File: src/rtl/dmem_axi_master.sv
// dmem_axi_master: bridges a single-cycle data-memory port onto AXI4.
// Each transfer is one beat, and only one transaction is in flight at a time.
// Ports:
//   ACLK, ARESETn          clock, asynchronous active-low reset
//   dmem_addr/ren/wen      core request (wen wins when both are set)
//   dmem_wstrb/wdata       core write payload
//   dmem_rdata             registered read data; holds until the next read completes
//   dmem_stall             combinational pipeline hold
//   AR/R/AW/W/B            AXI4 master channels (single beat, ID = MASTER_ID)
//   dmem_err               sticky bus-error flag
// Build option: define DMEM_AXI_ERR_CHECK_EN to make dmem_err capture non-OKAY
// RRESP/BRESP. Without it, dmem_err is tied to 0.
module dmem_axi_master (
    input  logic        ACLK,
    input  logic        ARESETn,
    input  logic [31:0] dmem_addr,
    input  logic        dmem_ren,
    input  logic        dmem_wen,
    input  logic [3:0]  dmem_wstrb,
    input  logic [31:0] dmem_wdata,
    output logic [31:0] dmem_rdata,
    output logic        dmem_stall,
    output logic [3:0]  ARID,
    output logic [31:0] ARADDR,
    output logic [3:0]  ARLEN,
    output logic [2:0]  ARSIZE,
    output logic [1:0]  ARBURST,
    output logic        ARVALID,
    input  logic        ARREADY,
    input  logic [3:0]  RID,
    input  logic [31:0] RDATA,
    input  logic [1:0]  RRESP,
    input  logic        RLAST,
    input  logic        RVALID,
    output logic        RREADY,
    output logic [3:0]  AWID,
    output logic [31:0] AWADDR,
    output logic [3:0]  AWLEN,
    output logic [2:0]  AWSIZE,
    output logic [1:0]  AWBURST,
    output logic        AWVALID,
    input  logic        AWREADY,
    output logic [31:0] WDATA,
    output logic [3:0]  WSTRB,
    output logic        WLAST,
    output logic        WVALID,
    input  logic        WREADY,
    input  logic [3:0]  BID,
    input  logic [1:0]  BRESP,
    input  logic        BVALID,
    output logic        BREADY,
    output logic        dmem_err
);

    localparam int unsigned XLEN          = 32;
    localparam int unsigned AXI_ADDR_BITS = 32;
    localparam int unsigned AXI_DATA_BITS = 32;
    localparam int unsigned AXI_ID_BITS   = 4;
    localparam int unsigned STRB_BITS     = AXI_DATA_BITS / 8;
    localparam logic [AXI_ID_BITS-1:0] MASTER_ID = 4'd1;

    typedef enum logic [2:0] {
        IDLE, RD_ADDR, RD_DATA, WR_REQ, WR_RESP, DONE
    } state_t;

    state_t                     state_q, state_d;
    logic [AXI_ADDR_BITS-1:0]   addr_q, addr_d;
    logic [XLEN-1:0]            wdata_q, wdata_d;
    logic [STRB_BITS-1:0]       wstrb_q, wstrb_d;
    logic                       aw_done_q, aw_done_d;
    logic                       w_done_q, w_done_d;
    logic [XLEN-1:0]            rdata_d;
    logic                       arvalid_d, rready_d, awvalid_d, wvalid_d, bready_d;

    // Fixed single-beat burst attributes; payload comes from the latched request
    assign ARID    = MASTER_ID;
    assign ARLEN   = 4'd0;
    assign ARSIZE  = 3'b010;
    assign ARBURST = 2'b01;
    assign ARADDR  = addr_q;
    assign AWID    = MASTER_ID;
    assign AWLEN   = 4'd0;
    assign AWSIZE  = 3'b010;
    assign AWBURST = 2'b01;
    assign AWADDR  = addr_q;
    assign WDATA   = wdata_q;
    assign WSTRB   = wstrb_q;
    assign WLAST   = 1'b1;

    // Hold the core from the request cycle until DONE
    assign dmem_stall = (state_q == IDLE) ? (dmem_ren | dmem_wen) : (state_q != DONE);

`ifdef DMEM_AXI_ERR_CHECK_EN
    logic err_q, err_d;
    logic unused_ids;
    assign unused_ids = ^{RID, BID, RLAST};
    assign dmem_err   = err_q;
`else
    logic unused_ids;
    assign unused_ids = ^{RID, BID, RLAST, RRESP, BRESP};
    assign dmem_err   = 1'b0;
`endif

    // Next-state, payload capture and next values of the registered handshake outputs
    always_comb begin
        state_d   = state_q;
        addr_d    = addr_q;
        wdata_d   = wdata_q;
        wstrb_d   = wstrb_q;
        aw_done_d = aw_done_q;
        w_done_d  = w_done_q;
        rdata_d   = dmem_rdata;
`ifdef DMEM_AXI_ERR_CHECK_EN
        err_d     = err_q;
`endif
        case (state_q)
            IDLE: begin
                if (dmem_wen) begin
                    addr_d    = dmem_addr;
                    wdata_d   = dmem_wdata;
                    wstrb_d   = dmem_wstrb;
                    aw_done_d = 1'b0;
                    w_done_d  = 1'b0;
                    state_d   = WR_REQ;
                end else if (dmem_ren) begin
                    addr_d  = dmem_addr;
                    state_d = RD_ADDR;
                end
            end
            RD_ADDR: begin
                if (ARVALID && ARREADY) state_d = RD_DATA;
            end
            RD_DATA: begin
                if (RVALID && RREADY) begin
                    rdata_d = RDATA;
`ifdef DMEM_AXI_ERR_CHECK_EN
                    if (RRESP != 2'b00) err_d = 1'b1;
`endif
                    state_d = DONE;
                end
            end
            WR_REQ: begin
                // AW and W complete independently, possibly in the same cycle
                if (AWVALID && AWREADY) aw_done_d = 1'b1;
                if (WVALID && WREADY)   w_done_d  = 1'b1;
                if (aw_done_d && w_done_d) state_d = WR_RESP;
            end
            WR_RESP: begin
                if (BVALID && BREADY) begin
`ifdef DMEM_AXI_ERR_CHECK_EN
                    if (BRESP != 2'b00) err_d = 1'b1;
`endif
                    state_d = DONE;
                end
            end
            DONE:    state_d = IDLE;
            default: state_d = IDLE;
        endcase

        arvalid_d = (state_d == RD_ADDR);
        rready_d  = (state_d == RD_DATA);
        awvalid_d = (state_d == WR_REQ) && !aw_done_d;
        wvalid_d  = (state_d == WR_REQ) && !w_done_d;
        bready_d  = (state_d == WR_RESP);
    end

    // State, payload and output registers
    always_ff @(posedge ACLK or negedge ARESETn) begin
        if (!ARESETn) begin
            state_q    <= IDLE;
            addr_q     <= '0;
            wdata_q    <= '0;
            wstrb_q    <= '0;
            aw_done_q  <= 1'b0;
            w_done_q   <= 1'b0;
            dmem_rdata <= '0;
            ARVALID    <= 1'b0;
            RREADY     <= 1'b0;
            AWVALID    <= 1'b0;
            WVALID     <= 1'b0;
            BREADY     <= 1'b0;
        end else begin
            state_q    <= state_d;
            addr_q     <= addr_d;
            wdata_q    <= wdata_d;
            wstrb_q    <= wstrb_d;
            aw_done_q  <= aw_done_d;
            w_done_q   <= w_done_d;
            dmem_rdata <= rdata_d;
            ARVALID    <= arvalid_d;
            RREADY     <= rready_d;
            AWVALID    <= awvalid_d;
            WVALID     <= wvalid_d;
            BREADY     <= bready_d;
        end
    end

`ifdef DMEM_AXI_ERR_CHECK_EN
    // Sticky error flag, cleared only by reset
    always_ff @(posedge ACLK or negedge ARESETn) begin
        if (!ARESETn) err_q <= 1'b0;
        else          err_q <= err_d;
    end
`endif

endmodule
File: config.mk
export PLATFORM = sky130hd
export DESIGN_NAME = dmem_axi_master
export DESIGN_NICKNAME = d
export VERILOG_FILES = /design/src/rtl/dmem_axi_master.sv
export SDC_FILE = /design/constraint.sdc
export NUM_CORES = 1
export LEC_CHECK = 0
export CAP_MARGIN = 20
export CORE_MARGIN = 4
export CORE_UTILIZATION = 33
export CTS_BUF_LIST = sky130_fd_sc_hd__clkbuf_2 sky130_fd_sc_hd__clkbuf_4 sky130_fd_sc_hd__clkbuf_8
export DETAILED_ROUTE_END_ITERATION = 7
export PLACE_DENSITY_LB_ADDON = 0.05
export REMOVE_ABC_BUFFERS = 1
export SETUP_SLACK_MARGIN = 0.15
export SLEW_MARGIN = 20
export SYNTH_ARGS = -nofsm -noshare
export SYNTH_HDL_FRONTEND = slang
export SYNTH_SLANG_ARGS = --single-unit
File: constraint.sdc
create_clock -name ACLK -period 4.35 [get_ports ACLK]
set_input_delay 0.87 -clock ACLK [delete_from_list [all_inputs] [get_ports ACLK]]
set_output_delay 0.87 -clock ACLK [all_outputs]
set_load 0.01 [all_outputs]
==> results.json <==
{
  "dpl.cell_count": 847,
  "place.gp.congestion": 0.735,
  "fin_worst_skew_ps": 4.52,
  "synth-xor-area-share_pct": 0.181,
  "final_area_um2": 7310,
  "outcome": "finished clean",
  "finalNetCount": 796,
  "worstSetupPathType": "primary input to output port",
  "tritoncts": "yes",
  "insertion_delay_ps": 370,
  "ys_types": 36,
  "hpwl_mm": 9.58,
  "antenna_found_initial": 0,
  "synth_edf_count": 0,
  "drtAntennaViolNets": 0,
  "synth_top_family_by_area": "simple AND/OR/NAND/NOR gates",
  "ctsHoldBuffers": 0,
  "synth.avg_cell_area_um2": 10.4,
  "min_from": "WDATA[14]",
  "fp.dieArea_um2": 16700,
  "overflow": 0,
  "finalCritPeriodShare_pct": 75.7,
  "die_h_um": 129,
  "synth_compound_area_share_pct": 1.96,
  "synth.largest_area_cell": "dfrtp_1",
  "ctsResizeCount": 0,
  "p_leak_nw": 3.43,
  "drive_above_1_share_pct": 8.69,
  "worst-path-max-fanout": 4,
  "postCtsSetupRepairBufs": 0,
  "port_buffers": 246,
  "rsz0062_at_grt": "false",
  "clkTransAtPathRegs_ps": 100,
  "yosys_warnings": 0,
  "grt_max_degree": 74,
  "coreArea_um2": 14500,
  "finalPower_mw": 5.07,
  "setup_viol": 0,
  "crit_required_ps": 3480,
  "finalCriticalPeriod_ps": 3290,
  "num_rows": 44,
  "setup-tns-final_ps": 0,
  "start_util_pct": 33.5,
  "tightestPinTransition_ps": 1030,
  "ys_seq_elements": 110,
  "wl_mm": 13.1,
  "num_vias": 3698,
  "antenna_cells": 0,
  "hold_path_class": "flip-flop to flip-flop",
  "async_flop_share_pct": 100,
  "cp-end-kind": "output port",
  "die_w_um": 129,
  "yosys-top-cells-area": "dfrtp_1 (57%), nand2_1 (16%), buf_4 (9.4%)",
  "hold_viol_final": 0,
  "yosys.area_share.simple_pct": 18.6,
  "drc": 0,
  "drt_first_pass_iters": 6,
  "vdd_ir_drop_max_mv": 0.281,
  "p_per_area_nw_per_um2": 693,
  "wl_per_cell_um": 15.2,
  "syn_inst": 465,
  "fmax_mhz": 304,
  "startpoint_type": "primary input",
  "cp_data_arrival_time_ps": 2420,
  "pin_count": 288,
  "synth_top_area_share_pct": 56.8,
  "clock_path_buffers": 2,
  "grt_use_total_pct": 15.1,
  "place_area_um2": 7080,
  "relSlewSlack_pct": 31.4,
  "via_per_inst": 4.29,
  "synth_ff_type": "dfrtp_1",
  "cts-buffers-inserted": 9,
  "setup.worst_path.start": "dmem_wen",
  "regToRegStartpoint": "state_q[2]",
  "clockRootBuffer": "clkbuf_8",
  "clock_sink_count": 110,
  "grt_pass1_vias": 3721,
  "grt_pass1_wl_mm": 19.7,
  "synth-seq-area-share_pct": 56.8,
  "slew_viol_final": 0,
  "synthAdderAreaFrac_pct": 0,
  "drtIter0Drc": 194,
  "synthMuxAreaShare_pct": 9.76,
  "max_cap_violations": 0,
  "mappedNetlistArea_um2": 4850,
  "syn2layout_area_growth_pct": 50.8,
  "htreeDepth": 3,
  "finalNonFillerCells": 863
}
==> worst max-delay path, cell delays in order <==
cell             delay, ps
clkdlybuf4s50_1        470
o21a_1                 220
or3_1                  350
clkdlybuf4s50_1        510
==> worst paths after layout <==
check	to	slack (ps)	depth (start not counted)
worst max register to register	dmem_rdata[0]	2150	3
worst min-delay path	WDATA[14]	480	2
min in group asynchronous	dmem_rdata[6]	620	1
worst max-delay path	dmem_stall	1060	4
max in group asynchronous	WDATA[8]	2890	2
worst min register to register	WDATA[14]	480	2
==> layout make-up <==
class,count,area (µm²)
clock buffers,11,145
clock inverters,5,82.6
fillers,1315,7170
inverters,3,11.3
multi-input cells,298,1580
flip-flops and latches,110,2750
well taps,184,230
repair buffers,252,2500
==> cells in the final DEF, fill, tap and decap left out, drive strengths merged <==
cell / instances
clkinvlp: 3
nor2b: 1
nor3: 2
nor2: 3
nand4: 1
nor3b: 2
or3: 1
clkdlybuf4s50: 245
a21oi: 2
conb: 28
a31oi: 2
nand3b: 1
buf: 7
a32oi: 2
and3b: 2
a22o: 1
nand3: 1
and4: 1
and2: 1
o31ai: 1
mux2: 32
bufinv: 2
xor2: 1
nand2: 207
o21ai: 2
dfrtp: 110
o21a: 1
inv: 3
a311oi: 2
clkbuf: 11
and2b: 1
==> kinds of logic after synthesis <==
family / after synthesis
multiplexers: 32
AO/OA/AOI/OAI: 13
flip-flops: 110
XOR/XNOR: 1
AND/OR/NAND/NOR: 224
other: 2
buffers and inverters: 83
==> routing by layer <==
metal	wire length [µm]	GRT usage, %	up-vias
met4	109	3.52	0
met2	6290	24.2	161
met3	1540	6.84	7
met1	5160	18.9	1749
li1	-	-	1781
met5	0	0	-
==> Yosys cell counts, drive strengths merged (2+ instances only) <==
master,number
nor3b,2
clkbuf,4
mux2,32
a311oi,2
o21ai,2
inv,3
nand2,207
a21oi,2
nor2,3
dfrtp,110
buf,76
conb,2
nor3,2
and3b,2
a32oi,2
a31oi,2
==> power by group <==
group	switching, mW	internal, mW	leakage, nW
registers	0.325	1.50	1.38
logic	1.07	1.48	1.95
clock network	0.352	0.347	0.105
total	1.74	3.32	3.43
==> state kept, by name, summed over array words and instances, names as in the netlist <==
| name | cells |
|---|---|
| ARVALID | 1 |
| WDATA | 32 |
| ARADDR | 32 |
| aw_done_q | 1 |
| RREADY | 1 |
| BREADY | 1 |
| dmem_rdata | 32 |
| WSTRB | 4 |
| w_done_q | 1 |
| WVALID | 1 |
| AWVALID | 1 |
| state_q | 3 |
==> through the flow <==
step / hold WS (ps) / utilization, % / worst slack [ps]
6_report: 481 / 50.5 / 1060
5_1_grt: 503 / 50.5 / 982
4_1_cts: 488 / 50.5 / 1030
3_5_place_dp: 461 / 48.9 / 1040
3_3_place_gp: 457 / 48.9 / 1050
2_1_floorplan: 503 / - / 1690
Note: power is estimated with default switching activity, not from simulation.
